--- src/rtl/rst_seq_gen.sv ---
// Staged multi-domain reset sequencer with debounced switch, software and
// optional watchdog (RST_WDT_EN) sources; reports last cause and chip_ready.
module rst_seq_gen #(
  parameter int NUM_DOMAINS     = 4,
  parameter int POR_CYCLES      = 32,
  parameter int HOLD_CYCLES     = 16,
  parameter int STAGE_GAP       = 8,
  parameter int DEBOUNCE_CYCLES = 16,
  parameter int WDT_CYCLES      = 1024
) (
  input  logic                   clk,
  input  logic                   reset,
  input  logic                   reset_sw,
  input  logic                   sw_reset_req,
  input  logic                   wdt_kick,
  output logic [NUM_DOMAINS-1:0] domain_reset_,
  output logic                   chip_ready,
  output logic [1:0]             reset_cause
);

  localparam int PW = $clog2(POR_CYCLES + 1);
  localparam int HW = $clog2(HOLD_CYCLES + 1);
  localparam int GW = $clog2(STAGE_GAP + 1);
  localparam int DW = $clog2(DEBOUNCE_CYCLES);
  localparam int IW = (NUM_DOMAINS > 1) ? $clog2(NUM_DOMAINS) : 1;

  typedef enum logic [1:0] {
    S_POR, S_HOLD, S_RELEASE, S_RUN
  } state_t;

  state_t          state;
  logic [PW-1:0]   por_cnt;
  logic [HW-1:0]   hold_cnt;
  logic [GW-1:0]   gap_cnt;
  logic [IW-1:0]   idx;
  logic            sync1;
  logic            sync2;
  logic [DW-1:0]   deb_cnt;
  logic            sw_trig;
  logic            sw_level;
  logic            wdt_trig;
  logic            trig;
  logic [1:0]      cause_nxt;

  // Synchronise the raw switch and count consecutive high cycles.
  always_ff @(posedge clk) begin
    if (reset) begin
      sync1   <= 1'b0;
      sync2   <= 1'b0;
      deb_cnt <= '0;
    end else begin
      sync1 <= reset_sw;
      sync2 <= sync1;
      if (!sync2)
        deb_cnt <= '0;
      else if (deb_cnt != DW'(DEBOUNCE_CYCLES - 1))
        deb_cnt <= deb_cnt + 1'b1;
    end
  end

  assign sw_trig  = sync2 && (deb_cnt == DW'(DEBOUNCE_CYCLES - 2));
  assign sw_level = (deb_cnt == DW'(DEBOUNCE_CYCLES - 1));

`ifdef RST_WDT_EN
  localparam int WW = $clog2(WDT_CYCLES + 1);
  logic [WW-1:0] wdt_cnt;

  // Watchdog runs only while the chip is up; a kick or leaving RUN clears it.
  always_ff @(posedge clk) begin
    if (reset || state != S_RUN || wdt_kick)
      wdt_cnt <= '0;
    else if (wdt_cnt != WW'(WDT_CYCLES - 1))
      wdt_cnt <= wdt_cnt + 1'b1;
  end

  assign wdt_trig = (state == S_RUN) && !wdt_kick &&
                    (wdt_cnt == WW'(WDT_CYCLES - 1));
`else
  logic wdt_unused;
  assign wdt_unused = wdt_kick ^ (WDT_CYCLES == 0);
  assign wdt_trig   = 1'b0;
`endif

  assign trig = sw_trig | wdt_trig | sw_reset_req;

  // Switch outranks watchdog, which outranks software.
  always_comb begin
    cause_nxt = 2'b10;
    if (sw_trig)
      cause_nxt = 2'b01;
    else if (wdt_trig)
      cause_nxt = 2'b11;
  end

  // Sequencer: POR wait, hold after trigger, staged release, run.
  always_ff @(posedge clk) begin
    if (reset) begin
      state         <= S_POR;
      por_cnt       <= '0;
      hold_cnt      <= '0;
      gap_cnt       <= '0;
      idx           <= '0;
      domain_reset_ <= '0;
      chip_ready    <= 1'b0;
      reset_cause   <= 2'b00;
    end else begin
      unique case (state)
        S_POR: begin
          if (por_cnt == PW'(POR_CYCLES - 1)) begin
            state   <= S_RELEASE;
            por_cnt <= '0;
            idx     <= '0;
            gap_cnt <= '0;
          end else begin
            por_cnt <= por_cnt + 1'b1;
          end
        end
        S_HOLD: begin
          if (trig) begin
            hold_cnt    <= '0;
            reset_cause <= cause_nxt;
          end else if (hold_cnt == HW'(HOLD_CYCLES - 1)) begin
            if (!sw_level) begin
              state    <= S_RELEASE;
              hold_cnt <= '0;
              idx      <= '0;
              gap_cnt  <= '0;
            end
          end else begin
            hold_cnt <= hold_cnt + 1'b1;
          end
        end
        S_RELEASE: begin
          if (trig) begin
            state         <= S_HOLD;
            hold_cnt      <= '0;
            domain_reset_ <= '0;
            chip_ready    <= 1'b0;
            reset_cause   <= cause_nxt;
          end else if (gap_cnt == GW'(STAGE_GAP - 1)) begin
            domain_reset_[idx] <= 1'b1;
            gap_cnt            <= '0;
            if (idx == IW'(NUM_DOMAINS - 1))
              state <= S_RUN;
            else
              idx <= idx + 1'b1;
          end else begin
            gap_cnt <= gap_cnt + 1'b1;
          end
        end
        S_RUN: begin
          if (trig) begin
            state         <= S_HOLD;
            hold_cnt      <= '0;
            domain_reset_ <= '0;
            chip_ready    <= 1'b0;
            reset_cause   <= cause_nxt;
          end else begin
            chip_ready <= 1'b1;
          end
        end
      endcase
    end
  end

endmodule

--- config.mk ---
export PLATFORM = sky130hd
export DESIGN_NAME = rst_seq_gen
export DESIGN_NICKNAME = d
export VERILOG_FILES = /design/src/rtl/rst_seq_gen.sv
export SDC_FILE = /design/constraint.sdc
export NUM_CORES = 1
export LEC_CHECK = 0
export ABC_AREA = 1
export CAP_MARGIN = 10
export CORE_MARGIN = 2
export CORE_UTILIZATION = 35
export DETAILED_ROUTE_END_ITERATION = 8
export SLEW_MARGIN = 20
export SYNTH_ARGS = -nofsm -noshare
export SYNTH_HDL_FRONTEND = slang
export SYNTH_SLANG_ARGS = --single-unit
--- constraint.sdc ---
create_clock -name clk -period 1.44 [get_ports clk]
set_input_delay 0.288 -clock clk [delete_from_list [all_inputs] [get_ports clk]]
set_output_delay 0.288 -clock clk [all_outputs]
set_load 0.02 [all_outputs]
# Word level (Yosys, flattened, before mapping)
# Cells that the tools add are included.
dict set report totals {
  ff_bits 32
  input_bits 5
  output_inout_bits 7
  wordCells 100
}
dict set report classes {
  addsub 5
  magnitude_cmp 2
  eq_ne 23
  n_mux 40
  bitwise_logic 3
  n_reduce_logical 16
}
# cell n
set op_table {}
lappend op_table {{$mux W4} 9}
lappend op_table {{$mux W2} 16}
lappend op_table {{$mux W5} 4}
lappend op_table {{$ne A2 B2 Y1 const B} 9}
lappend op_table {{$pmux W4 S3} 1}
lappend op_table {{$pmux W5 S2} 1}
lappend op_table {{$add A4 B1 Y4 const B} 2}
lappend op_table {{$eq A4 B4 Y1 const B} 2}
lappend op_table {{$ne A4 B4 Y1 const B} 2}
lappend op_table {{$pmux W2 S4} 1}
lappend op_table {{$pmux W4 S2} 1}
lappend op_table {{$reduce_and A8 Y1} 1}
lappend op_table {{$reduce_and A7 Y1} 1}
lappend op_table {{$add A6 B1 Y6 const B} 1}
lappend op_table {{$eq A2 B2 Y1 const B} 3}
lappend op_table {{$eq A6 B5 Y1 const B} 1}
lappend op_table {{$mux W6} 1}
lappend op_table {{$ne A3 B3 Y1 const B} 2}
lappend op_table {{$pmux W2 S3} 1}
lappend op_table {{$reduce_and A3 Y1} 2}
lappend op_table {{$reduce_and A6 Y1} 1}
lappend op_table {{$add A5 B1 Y5 const B} 1}
lappend op_table {{$eq A5 B4 Y1 const B} 1}
lappend op_table {{$eq A4 B3 Y1 const B} 1}
lappend op_table {{other kinds (18)} 24}

# Logic depth before layout (Yosys ltp)
# Gate-level depths: netlist of the first run.
dict set report logic_depth {
  word_depth 8
  mapped_depth 12
  depth_no_buf 12
}

# Worst setup path before layout of the first run
# OpenSTA, ideal clock, no wires.
dict set report synth_timing {
  path_kind {reg2reg}
  from {register deb_cnt[0]}
  to {register gap_cnt[1]}
  setup_time_ps 128
  arrival_ps 1299
  required_ps 1312
  slack_ps 13
  path_stages_with_launch 13
  path_buffers 0
  period_less_slack_ps 1427
  path_cell_list {dfxtp_1 > inv_1 > ha_1 > nand2_1 > inv_1 > nand2_2 > nand2_4 > nand2_1 > nand2_1 > nor2_1 > nand3_1 > nand2_1 > nor2_1}
}
dict set report synth_via {
  elab_chain_len 5
  word_cells_on_any_way 8
  cone_classes {5 x eq/ne; 1 x bitwise; 2 x reduce/logical}
}
# element line_no
set synth_lines {}
lappend synth_lines {{from (decl)} 38} ;# logic [DW-1:0] deb_cnt;
lappend synth_lines {{from (signal assigned)} 57} ;# deb_cnt <= deb_cnt + 1'b1;
lappend synth_lines {{$eq A4 B4 Y1} 61} ;# assign sw_trig = sync2 && (deb_cnt == DW'(DEBOUNCE_CYCLES - 2));
lappend synth_lines {{$logic_and A1 B1 Y1} 61}
lappend synth_lines {{$or A1 B1 Y1} 84} ;# assign trig = sw_trig | wdt_trig | sw_reset_req;
lappend synth_lines {{$ne A2 B2 Y1 (no source line)} --}
lappend synth_lines {{$reduce_and A6 Y1 (no source line) (*)} --}
lappend synth_lines {{to (signal assigned)} 148} ;# gap_cnt <= gap_cnt + 1'b1;
lappend synth_lines {{to (decl)} 34} ;# logic [GW-1:0] gap_cnt;
# Mark *: on every way between the ends. The rest lies on a longest branch, timed or not.
# A chain may end at the register's enable or synchronous reset.

# Worst setup path after layout of the first run
dict set report layout_timing {
  from {register gap_cnt[1]}
  to {register idx[0]}
}
dict set report layout_via {
  elab_chain_len 3
}
# element line_no
set layout_lines {}
lappend layout_lines {{$eq A4 B3 Y1} 140} ;# end else if (gap_cnt == GW'(STAGE_GAP - 1)) begin
lappend layout_lines {{$ne A2 B2 Y1 (no source line)} --}
lappend layout_lines {{$reduce_and A8 Y1 (no source line)} --}
lappend layout_lines {{to (signal assigned)} 146} ;# idx <= idx + 1'b1;
lappend layout_lines {{to (decl)} 35} ;# logic [IW-1:0] idx;
# Every way passes these cells.

==> run summary, run 1 <==
Status -> finished clean
CTS max path bufs -> 2
Post-Syn Area -> 1610 um^2
CP top delay family -> simple AND/OR/NAND/NOR gates
Antenna cells -> 0
Critical path class -> flop to flop
CTS clock-pin slew for the worst setup and hold paths -> 0.06 ns
Netlist cell types -> 27
Req. time, crit path -> 1.62 ns
M1 GR Usage -> 16.8%
DR pass1 iterations -> 4
Number of synthesized register bits -> 32
Ys flop type -> dfxtp_1
Final std cells w/o fill -> 319
LEAKAGE -> 1.01 nW
Register area share after synthesis -> 39.9%
Peak supply drop -> 0.000688 V
Commonest cells in the synthesized netlist -> nand2_1 (39), nor2_1 (36), dfxtp_1 (32)
Worst slew margin -> 78.1%
Synthesis warning total -> 0
Row Count -> 24
First-pass GRT wire length -> 5820 um
CP most frequent cell -> nand2_1
Critical Path AT -> 1.57 ns
Combinational Power Share -> 46.3%
Area growth, synth to finish -> 41.4%
Fin crit period -> 1.39 ns
Final Hold Fails -> 0
Vias in the first global route -> 1,430
Die area -> 5140 um^2
Num Clock Sinks -> 32
I/O pins -> 12
Routed Antenna Nets -> 0
Pwr per Cell Area -> 1470 nW/um^2
CP Max Fanout -> 3
GR Layer Usage met2 -> 24.2%
Sw power -> 0.00132 W
GRT overflow -> 0
Avg WL per Cell -> 10.9 um
Syn avg cell area -> 7.30 um^2
Core area -> 4380 um^2
Final #Nets -> 281
HP Start -> sync1
Vias per cell -> 4.72
Startpoint Class -> flop
Die Span Y -> 71.7 um
Max-cap violations -> 0
Vias -> 1,505
Busiest layer in global routing -> met2
Antenna violations before repair -> 0
Unrepaired setup endpoints after global routing -> true
Share of the synthesized area in the top cell type -> 39.9%
Max stage delay cell, worst path -> dfxtp_1
Layout cells sized above 1 -> 34.5%
Slew of the pin with the lowest slew margin -> 0.326 ns
Hold crit path type -> flop to flop
Final-report setup violation count -> 0
DR DRC count -> 0
Die width -> 71.7 um
Max Transition Viols Final -> 0
Post-synth EDFFs -> 0
Top cells by area, synth -> dfxtp_1 (40%), nand2_1 (9.1%), nor2_1 (8.4%)
Clk_skew -> 0.00339 ns
Critical Path Start -> gap_cnt[1]
Placed cell area -> 1940 um^2
Most frequent cell after synthesis -> nand2_1
Sequential cell fraction of total power -> 34.6%
TritonCTS clock tree -> built
Cell count after placement -> 304
Worst Setup End Kind -> flop
Pin count of the biggest net entering global routing -> 11
Grt met3 use -> 4.36%
Ys async rst share -> 0%
Design area -> 2270 um^2
CTS root buffer -> clkbuf_8
Internal Pwr Total -> 0.00200 W
Clock power share -> 19.1%
Buf/Inv on CP -> 1
Port Buffers -> 10
Drt total wl -> 3490 um
Clock latency on the worst-skew pair -> 0.28 ns
FF-to-FF Start -> gap_cnt[1]
Switching Fraction -> 39.8%
Synthesized net count -> 234
Final HPWL DP -> 2440 um
Crit-path cells -> ha_1, nand2_1, inv_1, nand2_1, nand2_1, nand2_1, a21oi_2, nand3_2, nand2_1, nor2_1
Final worst-path cycle share -> 96.2%
Final Wtd Congestion -> 0.827
Crit-path max cell delay -> 0.35 ns
Cell taking the most area after synthesis -> dfxtp_1
CTS buffer count -> 5
Global Route Usage Sum -> 14.6%
Initial core utilization -> 36.6%
FMAX -> 722 MHz
H-tree Lvls -> 2
Cells after synthesis -> 220
Number of DRC markers in iteration 0 -> 65
# fillers -> 421
[final timing paths]
check | end | slack [ns] | cells past startpoint
max | idx[0] | 0.05 | 10
min | sync2 | 0.44 | 2
max reg2reg | idx[0] | 0.05 | 10
min reg2reg | sync2 | 0.44 | 2
[repair_timing]
action | in CTS | in global routing
buffers inserted | 0 | 8
hold buffers | 0 | 0
setup endpoints to repair | 20 | 20
pin swaps | 2 | 20
resized for setup | 18 | 47
[cell families after synthesis]
| family | after synthesis | synth area share (%) |
|---|---|---|
| XOR/XNOR | 4 | 2.18 |
| flip-flops | 32 | 39.9 |
| adder cells (fa/ha/maj) | 9 | 7.01 |
| AO/OA/AOI/OAI | 37 | 12.5 |
| AND/OR/NAND/NOR | 106 | 30.2 |
| buffers and inverters | 32 | 8.18 |
[worst min-delay path: cells and delay by family, from the launching register on]
kind	cells	cell delay (ns)
buffers and inverters	1	0.05
and+or+nand+nor	1	0.05
DFF	1	0.30
[power by group through the flow]
| stage | clock network [W] | registers (W) | logic, W |
|---|---|---|---|
| final | 0.000635 | 0.00115 | 0.00154 |
| after global placement | 0 | 0.00113 | 0.00113 |
| after CTS | 0.000659 | 0.00111 | 0.00118 |
| after floorplan | 0 | 0.00112 | 0.000796 |
| after global routing | 0.000691 | 0.00117 | 0.00175 |
| after detailed placement | 0 | 0.00113 | 0.00114 |
[per-stage QoR]
step / setup TNS, ns / total power (W) / utilization [%] / hold WS, ns / worst slack [ns]
6_report: 0 / 0.00333 / 51.8 / 0.436 / 0.0548
5_1_grt: -0.315 / 0.00361 / 51.8 / 0.458 / -0.0765
4_1_cts: 0 / 0.00295 / 46.2 / 0.432 / 0.000882
3_5_place_dp: -2.17 / 0.00227 / 44.1 / 0.422 / -0.175
3_3_place_gp: -2.07 / 0.00226 / 44.1 / 0.426 / -0.173
2_1_floorplan: 0 / 0.00192 / - / 0.388 / 0.0131
[area by class of cell]
class	instances	area [um^2]	area share, %
clock buffer	6	72.6	3.20
clock inverter	1	5.00	0.221
inverter	29	114	5.02
multi-input combinational	156	1020	45.0
sequential	32	653	28.8
tap	52	65.1	2.87
timing repair buffer	43	339	14.9
[cell usage in the layout, fill, tap and decap left out, drive strengths merged]
master	instances
nand2	44
dlygate4sd2	7
o31ai	1
ha	9
o21ai	13
clkinv	1
dfxtp	32
clkbuf	6
clkdlybuf4s50	3
xor2	4
nand4	3
inv	29
a21oi	19
nand3	16
a211oi	3
a31oi	1
nor3	5
buf	33
nor2	38
[routing by layer]
metal | wire length [um] | part of all wire, %
met4 | 108 | 3.1
met1 | 1610 | 46
met3 | 87 | 2.5
met2 | 1690 | 48
met5 | 0 | 0
[registers in the layout (all words and copies together), names as in the netlist]
name           flops
domain_reset_      4
state              2
deb_cnt            4
hold_cnt           5
sync1              1
idx                2
chip_ready         1
reset_cause        2
gap_cnt            4
por_cnt            6
sync2              1
No activity file was read; power rests on OpenSTA's default activity.
==> inputs of run 2 (changes only) <==
--- a/config.mk
+++ b/config.mk
@@ -10,6 +10,7 @@
 export CORE_MARGIN = 2
 export CORE_UTILIZATION = 35
 export DETAILED_ROUTE_END_ITERATION = 8
+export HOLD_SLACK_MARGIN = 0.06
 export SLEW_MARGIN = 20
 export SYNTH_ARGS = -nofsm -noshare
 export SYNTH_HDL_FRONTEND = slang
==> constraint.sdc (replaced) <==
create_clock -name clk -period 1.44 [get_ports clk]
set_input_delay 0.144 -clock clk [delete_from_list [all_inputs] [get_ports clk]]
set_output_delay 0.144 -clock clk [all_outputs]
set_load 0.02 [all_outputs]
==> run 2 against run 1 <==
Combinational power is 7% lower; critical path depth is 2 higher; clock power is 1% lower; wire length is 3.8% lower; die area stayed put; design area is 0.83% lower; critical endpoint is now idx[1].
==> run summary, run 2 (synthesized netlist as in run 1, its figures left out) <==
Placed cell area -> 1940 um^2 (+0.39%)
Antenna violations before repair -> 0 (unchanged)
Unrepaired setup endpoints after global routing -> true
Clock power share -> 19.5% (+0.4 points)
Max-cap violations -> 0 (unchanged)
Req. time, crit path -> 1.61 ns (about the same)
Combinational Power Share -> 44.5% (-1.8 points)
Status -> finished clean
Layout cells sized above 1 -> 36.0% (+1.5 points)
Critical path class -> flop to flop
Hold Buf Count CTS -> 0 (unchanged)
Initial core utilization -> 36.6% (unchanged)
Design area -> 2250 um^2 (-0.83%)
Routed Antenna Nets -> 0 (unchanged)
Final std cells w/o fill -> 316 (-0.94%)
Crit-path max cell delay -> 0.33 ns (-0.02 ns)
Worst slew margin -> 77.1% (-0.93 points)
# fillers -> 397 (-5.7%)
Pin count of the biggest net entering global routing -> 11 (unchanged)
Final-report setup violation count -> 0 (unchanged)
Top flop regs -> por_cnt x6, hold_cnt x5
CP Max Fanout -> 6 (+3)
FF-to-FF Start -> deb_cnt[0]
CTS clock-pin slew for the worst setup and hold paths -> 0.06 ns (about the same)
Die width -> 71.7 um (unchanged)
Worst Setup End Kind -> flop
Vias per cell -> 4.72 (about the same)
Antenna cells -> 0 (unchanged)
Most flop-heavy register -> por_cnt
CP most frequent cell -> nand2_4
Final worst-path cycle share -> 96.7% (+0.52 points)
Critical Path AT -> 1.56 ns (about the same)
Max stage delay cell, worst path -> dfxtp_2
HP Start -> reset_sw
Avg WL per Cell -> 10.6 um (-2.9%)
Critical Path Start -> deb_cnt[0]
Cell count after placement -> 305 (+0.33%)
Row Count -> 24 (unchanged)
Final Wtd Congestion -> 0.850 (+2.8%)
Vias -> 1,492 (-0.86%)
Crit-path cells -> inv_2, ha_4, nand2_4, inv_2, nand2_4, nand2_4, nand2_2, nand2_2, nor2_4, nand3_2, nand2_1, nor2_1
Internal Pwr Total -> 0.00195 W (-2.5%)
Vias in the first global route -> 1,337 (-6.5%)
DR DRC count -> 0 (unchanged)
Max Transition Viols Final -> 0 (unchanged)
H-tree Lvls -> 2 (unchanged)
CTS max path bufs -> 2 (unchanged)
Drt total wl -> 3360 um (-3.8%)
GRT overflow -> 0 (unchanged)
Commonest non-fill, non-tap cell in the layout -> nor2_1
Largest register FFs -> 6 (unchanged)
Final HPWL DP -> 2450 um (+0.44%)
Global Route Usage Sum -> 14.3% (-0.28 points)
Number of DRC markers in iteration 0 -> 44 (-32%)
Fin crit period -> 1.39 ns (+0.00742 ns)
First-pass GRT wire length -> 5700 um (-2.0%)
DR pass1 iterations -> 4 (unchanged)
Clock latency on the worst-skew pair -> 0.28 ns (about the same)
Peak supply drop -> 0.000827 V (+20%)
Final core utilization -> 51.3% (-0.43 points)
Hold slack -> 0.372 ns (-0.0637 ns)
TritonCTS clock tree -> built
FMAX -> 718 MHz (-0.53%)
Pwr per Cell Area -> 1430 nW/um^2 (-2.7%)
LEAKAGE -> 0.959 nW (-5.0%)
Port Buffers -> 10 (unchanged)
Clk_skew -> 0.00513 ns (+0.00174 ns)
CTS buffer count -> 5 (unchanged)
Die area -> 5140 um^2 (unchanged)
Core area -> 4380 um^2 (unchanged)
Hold crit path type -> input pin to flop
Most frequent cells in the layout -> nor2_1 (33), buf_4 (30), nand2_1 (28), inv_1 (22), dfxtp_1 (22)
CTS root buffer -> clkbuf_8
Slew of the pin with the lowest slew margin -> 0.340 ns (+0.0139 ns)
Sequential cell fraction of total power -> 36.0% (+1.4 points)
Switching Fraction -> 39.2% (-0.58 points)
Startpoint Class -> flop
Die Span Y -> 71.7 um (unchanged)
Sw power -> 0.00126 W (-4.9%)
Area growth, synth to finish -> 40.2%
I/O pins -> 12 (unchanged)
Final Hold Fails -> 0 (unchanged)
Num Clock Sinks -> 32 (unchanged)
Final #Nets -> 278 (-1.1%)
-- run 2: changes by cell type in the layout (fill, tap and decap cells not counted), moves of 3 or more --
cell	previous run	this run
buf_4	33	30
dfxtp_2	7	10
nand2_1	31	28
nand2_2	7	10
clkdlybuf4s50_1	3	10
dlygate4sd2_1	7	0
-- run 2: per-layer routing --
| layer | GRT usage (%) | vias up | routed length (um) |
|---|---|---|---|
| li1 | - | 798 | - |
| met1 | 17.0 | 677 | 1640 |
| met2 | 23.6 | 11 | 1580 |
| met3 | 4.22 | 6 | 75 |
| met4 | 6.92 | 0 | 64 |
| met5 | 0 | - | 0 |
-- run 2: power groups by stage --
stage	Combinational (W)	Clock [W]	Sequential [W]
after floorplan	0.000796	0	0.00112
after global placement	0.00114	0	0.00113
after detailed placement	0.00114	0	0.00113
after CTS	0.00120	0.000656	0.00111
after global routing	0.00160	0.000709	0.00118
final	0.00143	0.000628	0.00116
-- run 2: path summary, 6_finish.rpt --
check | end | slack (ns) | depth (start not counted)
setup / recovery | idx[1] | 0.05 | 12
hold / removal | sync1 | 0.37 | 3
setup reg to reg | idx[1] | 0.05 | 12
hold reg to reg | sync2 | 0.44 | 2
-- run 2: worst max-delay path: cells and delay by family, from the launching register on --
family                   cells  cell delay [ns]
buffers and inverters        2             0.08
flip-flops                   1             0.33
AND/OR/NAND/NOR              9             0.72
adder cells (fa/ha/maj)      1             0.15
-- run 2: area by class of cell --
class | instances | area (um^2) | area share [%]
Sequential cell | 32 | 653 | 29.0
Timing Repair Buffer | 40 | 325 | 14.5
Multi-Input combinational cell | 156 | 1020 | 45.2
Inverter | 29 | 111 | 4.95
Tap cell | 52 | 65.1 | 2.89
Clock inverter | 1 | 5.00 | 0.222
Clock buffer | 6 | 72.6 | 3.22
-- run 2: what timing repair did --
item,in CTS,in global routing
endpoints found under the hold margin,0,0
endpoints found under the setup margin,12,20
buffers inserted,0,4
resized for setup,9,51
pin swaps,0,19
-- run 2: through the flow --
step / setup TNS, ns / worst slack [ns] / power (W)
after global routing: -0.139 / -0.0357 / 0.00348
after detailed placement: -0.552 / -0.0785 / 0.00227
after global placement: -0.433 / -0.0616 / 0.00227
after CTS: 0 / 0.00496 / 0.00297
final: 0 / 0.0474 / 0.00321
after floorplan: 0 / 0.0131 / 0.00192
